[src/rtl/jpeg_stream_sched_if.sv]
// Stream bundle for jpeg_stream_sched.
//   hdr_*  : header-generator byte stream (valid/ready)
//   scan_* : compressed scan byte stream from the FIFO, with scan_last
//   jpeg_* : scheduled output byte stream towards the sink, with jpeg_last
// master : scheduler side (consumes hdr/scan, produces jpeg)
// slave  : environment side (produces hdr/scan, consumes jpeg)
interface jpeg_stream_sched_if;
  logic [7:0] hdr_data;
  logic       hdr_valid;
  logic       hdr_ready;
  logic [7:0] scan_data;
  logic       scan_valid;
  logic       scan_last;
  logic       scan_ready;
  logic [7:0] jpeg_data;
  logic       jpeg_valid;
  logic       jpeg_last;
  logic       jpeg_ready;

  modport master (
    input  hdr_data, hdr_valid, scan_data, scan_valid, scan_last, jpeg_ready,
    output hdr_ready, scan_ready, jpeg_data, jpeg_valid, jpeg_last
  );

  modport slave (
    output hdr_data, hdr_valid, scan_data, scan_valid, scan_last, jpeg_ready,
    input  hdr_ready, scan_ready, jpeg_data, jpeg_valid, jpeg_last
  );
endinterface

[src/rtl/jpeg_stream_sched.sv]
// Frame scheduler: sequences HDR_BYTES header bytes, then scan bytes with
// 0x00 stuffed after every 0xFF, then the EOI marker FF D9, onto one byte
// stream through a single output register.
// Ports:
//   clk, rst_n        : clock, async active-low reset
//   frame_start       : request one frame (honoured only in IDLE)
//   busy              : frame in progress
//   frame_done        : one-cycle pulse after the final byte is accepted
//   frame_bytes       : byte count of the last completed frame
//   io (master)       : hdr/scan inputs, jpeg output stream
module jpeg_stream_sched #(
  parameter int HDR_BYTES = 623,
  parameter int CNT_W     = 24
) (
  input  logic             clk,
  input  logic             rst_n,
  input  logic             frame_start,
  output logic             busy,
  output logic             frame_done,
  output logic [CNT_W-1:0] frame_bytes,
  jpeg_stream_sched_if.master io
);
  localparam int HC_W = $clog2(HDR_BYTES + 1);

  typedef enum logic [2:0] {
    S_IDLE, S_HDR, S_SCAN, S_STUFF, S_EOI_FF, S_EOI_D9, S_DONE
  } state_t;

  state_t           state_q, state_d;
  logic [HC_W-1:0]  hdr_cnt_q, hdr_cnt_d;
  logic [CNT_W-1:0] byte_cnt_q, byte_cnt_d;
  logic             last_q, last_d;        // scan_last seen on a stuffed 0xFF
  logic [7:0]       jdata_q, jdata_d;
  logic             jvalid_q, jvalid_d;
  logic             jlast_q, jlast_d;
  logic             done_q, done_d;
  logic [CNT_W-1:0] fbytes_q, fbytes_d;
  logic             busy_q, busy_d;

  logic       slot_free, acc, gen, gen_last;
  logic [7:0] gen_data;

  assign slot_free     = !jvalid_q || io.jpeg_ready;
  assign acc           = jvalid_q && io.jpeg_ready;
  assign io.hdr_ready  = (state_q == S_HDR)  && slot_free;
  assign io.scan_ready = (state_q == S_SCAN) && slot_free;

  assign io.jpeg_data  = jdata_q;
  assign io.jpeg_valid = jvalid_q;
  assign io.jpeg_last  = jlast_q;
  assign busy          = busy_q;
  assign frame_done    = done_q;
  assign frame_bytes   = fbytes_q;

  always_comb begin
    state_d    = state_q;
    hdr_cnt_d  = hdr_cnt_q;
    byte_cnt_d = acc ? byte_cnt_q + 1'b1 : byte_cnt_q;
    last_d     = last_q;
    done_d     = 1'b0;
    fbytes_d   = fbytes_q;
    gen        = 1'b0;
    gen_data   = 8'h00;
    gen_last   = 1'b0;

    case (state_q)
      S_IDLE: if (frame_start) begin
        state_d    = S_HDR;
        hdr_cnt_d  = '0;
        byte_cnt_d = '0;
      end
      S_HDR: if (io.hdr_valid && io.hdr_ready) begin
        gen       = 1'b1;
        gen_data  = io.hdr_data;
        hdr_cnt_d = hdr_cnt_q + 1'b1;
        if (hdr_cnt_q == HC_W'(HDR_BYTES - 1)) state_d = S_SCAN;
      end
      S_SCAN: if (io.scan_valid && io.scan_ready) begin
        gen      = 1'b1;
        gen_data = io.scan_data;
        if (io.scan_data == 8'hFF) begin
          state_d = S_STUFF;
          last_d  = io.scan_last;
        end else if (io.scan_last) begin
          state_d = S_EOI_FF;
        end
      end
      S_STUFF: if (slot_free) begin
        gen      = 1'b1;
        gen_data = 8'h00;
        state_d  = last_q ? S_EOI_FF : S_SCAN;
      end
      S_EOI_FF: if (slot_free) begin
        gen      = 1'b1;
        gen_data = 8'hFF;
        state_d  = S_EOI_D9;
      end
      S_EOI_D9: if (slot_free) begin
        gen      = 1'b1;
        gen_data = 8'hD9;
        gen_last = 1'b1;
        state_d  = S_DONE;
      end
      S_DONE: begin
        // Two phases: wait for D9 acceptance (raise frame_done), then spend
        // the frame_done cycle still in DONE so a coincident frame_start is
        // ignored, and only then return to IDLE.
        if (done_q) begin
          state_d = S_IDLE;
        end else if (acc) begin
          done_d   = 1'b1;
          fbytes_d = byte_cnt_q + 1'b1;
        end
      end
      default: state_d = S_IDLE;
    endcase

    // Output slot: load on a generated byte, otherwise hold; valid only
    // drops on acceptance without a reload.
    jdata_d  = jdata_q;
    jlast_d  = jlast_q;
    jvalid_d = jvalid_q;
    if (gen) begin
      jdata_d  = gen_data;
      jlast_d  = gen_last;
      jvalid_d = 1'b1;
    end else if (acc) begin
      jvalid_d = 1'b0;
    end

    busy_d = (state_d != S_IDLE);
  end

  always_ff @(posedge clk or negedge rst_n) begin
    if (!rst_n) begin
      state_q    <= S_IDLE;
      hdr_cnt_q  <= '0;
      byte_cnt_q <= '0;
      last_q     <= 1'b0;
      jdata_q    <= 8'h00;
      jvalid_q   <= 1'b0;
      jlast_q    <= 1'b0;
      done_q     <= 1'b0;
      fbytes_q   <= '0;
      busy_q     <= 1'b0;
    end else begin
      state_q    <= state_d;
      hdr_cnt_q  <= hdr_cnt_d;
      byte_cnt_q <= byte_cnt_d;
      last_q     <= last_d;
      jdata_q    <= jdata_d;
      jvalid_q   <= jvalid_d;
      jlast_q    <= jlast_d;
      done_q     <= done_d;
      fbytes_q   <= fbytes_d;
      busy_q     <= busy_d;
    end
  end
endmodule

[src/flat_wrapper.sv]
// flat-port wrapper written by rule: the top's interface ports become plain ports
module jpeg_stream_sched_flat 
#(
  parameter int HDR_BYTES = 623,
  parameter int CNT_W     = 24
)
  (clk, rst_n, frame_start, busy, frame_done, frame_bytes, io_hdr_data, io_hdr_valid, io_scan_data, io_scan_valid, io_scan_last, io_jpeg_ready, io_hdr_ready, io_scan_ready, io_jpeg_data, io_jpeg_valid, io_jpeg_last);
  jpeg_stream_sched_if io_i ();
  input  logic clk;
  input  logic rst_n;
  input  logic frame_start;
  output logic busy;
  output logic frame_done;
  output logic [CNT_W-1:0] frame_bytes;
  input wire logic [$bits(io_i.hdr_data)-1:0] io_hdr_data;
  input wire logic [$bits(io_i.hdr_valid)-1:0] io_hdr_valid;
  input wire logic [$bits(io_i.scan_data)-1:0] io_scan_data;
  input wire logic [$bits(io_i.scan_valid)-1:0] io_scan_valid;
  input wire logic [$bits(io_i.scan_last)-1:0] io_scan_last;
  input wire logic [$bits(io_i.jpeg_ready)-1:0] io_jpeg_ready;
  output wire logic [$bits(io_i.hdr_ready)-1:0] io_hdr_ready;
  output wire logic [$bits(io_i.scan_ready)-1:0] io_scan_ready;
  output wire logic [$bits(io_i.jpeg_data)-1:0] io_jpeg_data;
  output wire logic [$bits(io_i.jpeg_valid)-1:0] io_jpeg_valid;
  output wire logic [$bits(io_i.jpeg_last)-1:0] io_jpeg_last;
  assign io_i.hdr_data = io_hdr_data;
  assign io_i.hdr_valid = io_hdr_valid;
  assign io_i.scan_data = io_scan_data;
  assign io_i.scan_valid = io_scan_valid;
  assign io_i.scan_last = io_scan_last;
  assign io_i.jpeg_ready = io_jpeg_ready;
  assign io_hdr_ready = io_i.hdr_ready;
  assign io_scan_ready = io_i.scan_ready;
  assign io_jpeg_data = io_i.jpeg_data;
  assign io_jpeg_valid = io_i.jpeg_valid;
  assign io_jpeg_last = io_i.jpeg_last;
  jpeg_stream_sched #(.HDR_BYTES(HDR_BYTES), .CNT_W(CNT_W)) u_core (.clk(clk), .rst_n(rst_n), .frame_start(frame_start), .busy(busy), .frame_done(frame_done), .frame_bytes(frame_bytes), .io(io_i));
endmodule
[config.mk]
export PLATFORM = sky130hd
export DESIGN_NAME = jpeg_stream_sched_flat
export DESIGN_NICKNAME = d
export VERILOG_FILES = /design/src/rtl/jpeg_stream_sched_if.sv /design/src/rtl/jpeg_stream_sched.sv /design/src/flat_wrapper.sv
export SDC_FILE = /design/constraint.sdc
export NUM_CORES = 1
export LEC_CHECK = 0
export CORE_AREA = 5 5 100 84
export CTS_CLUSTER_DIAMETER = 80
export CTS_CLUSTER_SIZE = 12
export DETAILED_ROUTE_END_ITERATION = 6
export DIE_AREA = 0 0 105 89
export PLACE_DENSITY = 0.76
export SLEW_MARGIN = 0
export SYNTH_ARGS = -nofsm -noshare
export SYNTH_HDL_FRONTEND = slang
export SYNTH_SLANG_ARGS = --single-unit
[constraint.sdc]
create_clock -name clk -period 2.4 [get_ports clk]
set_clock_uncertainty 0.2 [all_clocks]
set_input_delay 0.24 -clock clk [delete_from_list [all_inputs] [get_ports clk]]
set_output_delay 0.24 -clock clk [all_outputs]
set_load 0.02 [all_outputs]
==> qor.yml <==
status: "completed"
antenna_found_initial: 0
hold_viol_final: 0
setup_tns_ns: 0
vias_per_cell: 5.57
coreArea_um2: 7220
portBuffers: 60
track_usage_pct: 19.7
synth.area.top_cells: "dfrtp_1 (49%), nor2_1 (6.2%), xnor2_1 (6.1%), xor2_1 (5.4%), a21oi_1 (3.9%)"
layout_commonest_cell: "dfrtp_1"
final_layout_size_suffix_gt1_share_pct: 10.5
die-area_um2: 9350
path_class: "in -> out"
worst_path_max_delay_cell: "clkdlybuf4s50_1"
grt_use_met3_pct: 4.84
first_iter_violations: 138
clockRootBuffer: "clkbuf_8"
vias: 3107
synth_top_family_by_area: "simple AND/OR/NAND/NOR gates"
p_leak_nw: 2.02
synth_top_cell_by_area: "dfrtp_1"
post_drt_wl_per_cell_um: 15.4
syn_inst: 394
peakVddDrop_v: 0.000775
crit_top_cell: "clkdlybuf4s50_1"
diodes: 0
stdcell_count: 558
hp-class: "in -> async"
synth-compound-area-share_pct: 8.42
ant_nets: 0
grt_pass1_vias: 3089
clkPwrFrac_pct: 23.1
critical_path_buf_inv_count: 2
pwr-share-seq_pct: 37.6
grtUsageMet1_pct: 26.6
max_freq_ghz: 0.434
numCtsBuffers: 9
rsz0062_at_grt: "false"
drv_cap: 0
syn_area_um2: 3750
row_count: 28
ys_warn_count: 0
ys_seq_area_share_pct: 49.4
cp.required_ns: 1.96
layout_common_cells: "dfrtp_1 (73), nor2_1 (61), clkdlybuf4s50_1 (58)"
postSynth.asyncResetShare_pct: 100
switching_share_pct: 35.7
overflow: 0
fin_crit_sh_pct: 95.9
cp_cell_sequence: "clkdlybuf4s50_1 -> nand2b_1 -> and2_1 -> clkdlybuf4s50_1"
drc_errors: 0
intPower_mw: 3.12
synthAdderAreaFrac_pct: 1.00
p_comb_share_pct: 39.3
top_usage_layer: "met2"
place.gp.congestion: 0.958
synth-edff-count: 0
syn2layout_area_growth_pct: 27.2
chipWidth_um: 105
nets: 489
syn_nets: 420
p_sw_mw: 1.74
ys_ff_latch: 74
crit_arrival_ns: 1.86
wirelength_mm: 8.57
crit_family: "buffers and inverters"
hpwl_mm: 6.08
yosysTopAreaCellShare_pct: 49.4
slowest_delay_ns: 0.59
synth_xor_area_share_pct: 11.5
drt-pass1-iter-count: 4
dp_cells: 540
use_met2_pct: 31.5
endpoint_kind: "output pin"
maxSlewViolCount: 0
hold_slack_ns: 0.166
grt_max_degree: 44
synth_mux_area_share_pct: 0.868
period_minus_slack_ns: 2.30
avgSynthCellArea_um2: 9.51
cts_max_path_buffers: 2
worstPathMaxFanout: 10
yosys.area_share.simple_pct: 25.8
path_clk_slew_ns: 0.08
synth_cell_types: 49
powerDensity_nw_per_um2: 1020
initial_core_util_pct: 51.9
worst_pin_slew_ns: 0.523
ys.flop_type: "dfrtp_1"
tritoncts: "done"
fp.dieH_um: 89
clkLatencyLatePin_ns: 0.35
grt_pass1_wl_mm: 14.8
clock_sinks: 74
io_pins: 61
fillers: 593
cts_max_level: 3
setup_viol: 0
start_kind: "input pin"
slew_headroom_pct: 65.1
==> flip-flops by register name (all words and copies together) (netlist names) <==
| register | count |
|---|---|
| u_core.io.jpeg_last | 1 |
| u_core.frame_done | 1 |
| u_core.frame_bytes | 24 |
| u_core.io.jpeg_data | 8 |
| u_core.last_q | 1 |
| u_core.state_q | 3 |
| u_core.io.jpeg_valid | 1 |
| u_core.busy | 1 |
| u_core.hdr_cnt_q | 10 |
| u_core.byte_cnt_q | 24 |
==> power by group through the flow <==
stage,combinational [mW],clock (mW),sequential [mW]
5_1_grt,2.07,1.20,1.87
3_5_place_dp,1.88,0,1.84
4_1_cts,1.91,1.15,1.83
6_report,1.91,1.12,1.83
2_1_floorplan,0.717,0,2.13
3_3_place_gp,1.85,0,1.83
==> layer usage <==
metal | wire [µm] | share of wire (%)
met1 | 4020 | 47
met5 | 0 | 0
met2 | 3990 | 47
met3 | 423 | 4.9
met4 | 138 | 1.6
==> synthesized netlist by cell type (all sizes together) (3+ instances only) <==
library cell	n
nand3	23
nor3	10
a21oi	29
dfrtp	74
inv	7
or3	7
ha	3
xnor2	26
buf	8
nor2	64
o21ai	9
clkbuf	10
nand2	37
nand4	16
and2	3
and3	6
nor4b	3
a22oi	5
nor4	5
a221oi	3
xor2	23
==> final cells by class <==
| class | instances | area (µm²) | area share, % |
|---|---|---|---|
| clock buffers | 12 | 165 | 3.47 |
| clock inverters | 4 | 72.6 | 1.52 |
| inverters | 7 | 26.3 | 0.551 |
| well taps | 90 | 113 | 2.36 |
| repair buffers | 76 | 732 | 15.4 |
| multi-input cells | 295 | 1800 | 37.8 |
| flip-flops and latches | 74 | 1850 | 38.9 |
==> worst register-to-register path: cells and delay by family, from the launching register on <==
family / cells / cell delay, ns
flops: 1 / 0.44
xor+xnor: 1 / 0.17
fa+ha+maj: 1 / 0.26
simple gates: 4 / 1.07
==> what timing repair did <==
item,4_1_cts,5_1_grt
hold endpoints to repair,31,0
pin swaps,0,0
setup buffers,1,0
endpoints found under the setup margin,2,2
hold buffers,1,0
resized for setup,3,2
==> path summary, 6_finish.rpt <==
| path | startpoint | end | slack (ns) | cells past startpoint |
|---|---|---|---|---|
| worst max-delay path | io_jpeg_ready | io_hdr_ready | 0.1 | 4 |
| worst min-delay path | rst_n | u_core.hdr_cnt_q[1] | 0.17 | 2 |
| worst max register to register | u_core.byte_cnt_q[0] | u_core.byte_cnt_q[20] | 0.14 | 6 |
| worst min register to register | u_core.io.jpeg_data[2] | u_core.io.jpeg_data[2] | 0.28 | 2 |
| max in group asynchronous | rst_n | u_core.frame_bytes[5] | 1.26 | 3 |
| min in group clk | u_core.io.jpeg_data[2] | u_core.io.jpeg_data[2] | 0.28 | 2 |
==> stage by stage <==
stage          area, µm²  setup slack (ns)  utilization (%)  total power, mW
6_report            4760            0.0982             66.0             4.86
5_1_grt             4760           0.00651             66.0             5.14
4_1_cts             4760            0.0325             65.9             4.89
3_5_place_dp        4500           -0.0495             62.3             3.72
3_3_place_gp        4500            0.0877             62.3             3.68
2_1_floorplan       3750             0.353                -             2.84
==> logic make-up (layout without fill, tap and decap cells) <==
logic type	Yosys count	after routing
buf+inv	25	99
flops	74	74
simple gates	186	186
fa+ha+maj	3	3
mux	3	3
compound gates	54	54
xor+xnor	49	49
(Power assumes the default switching activity.)
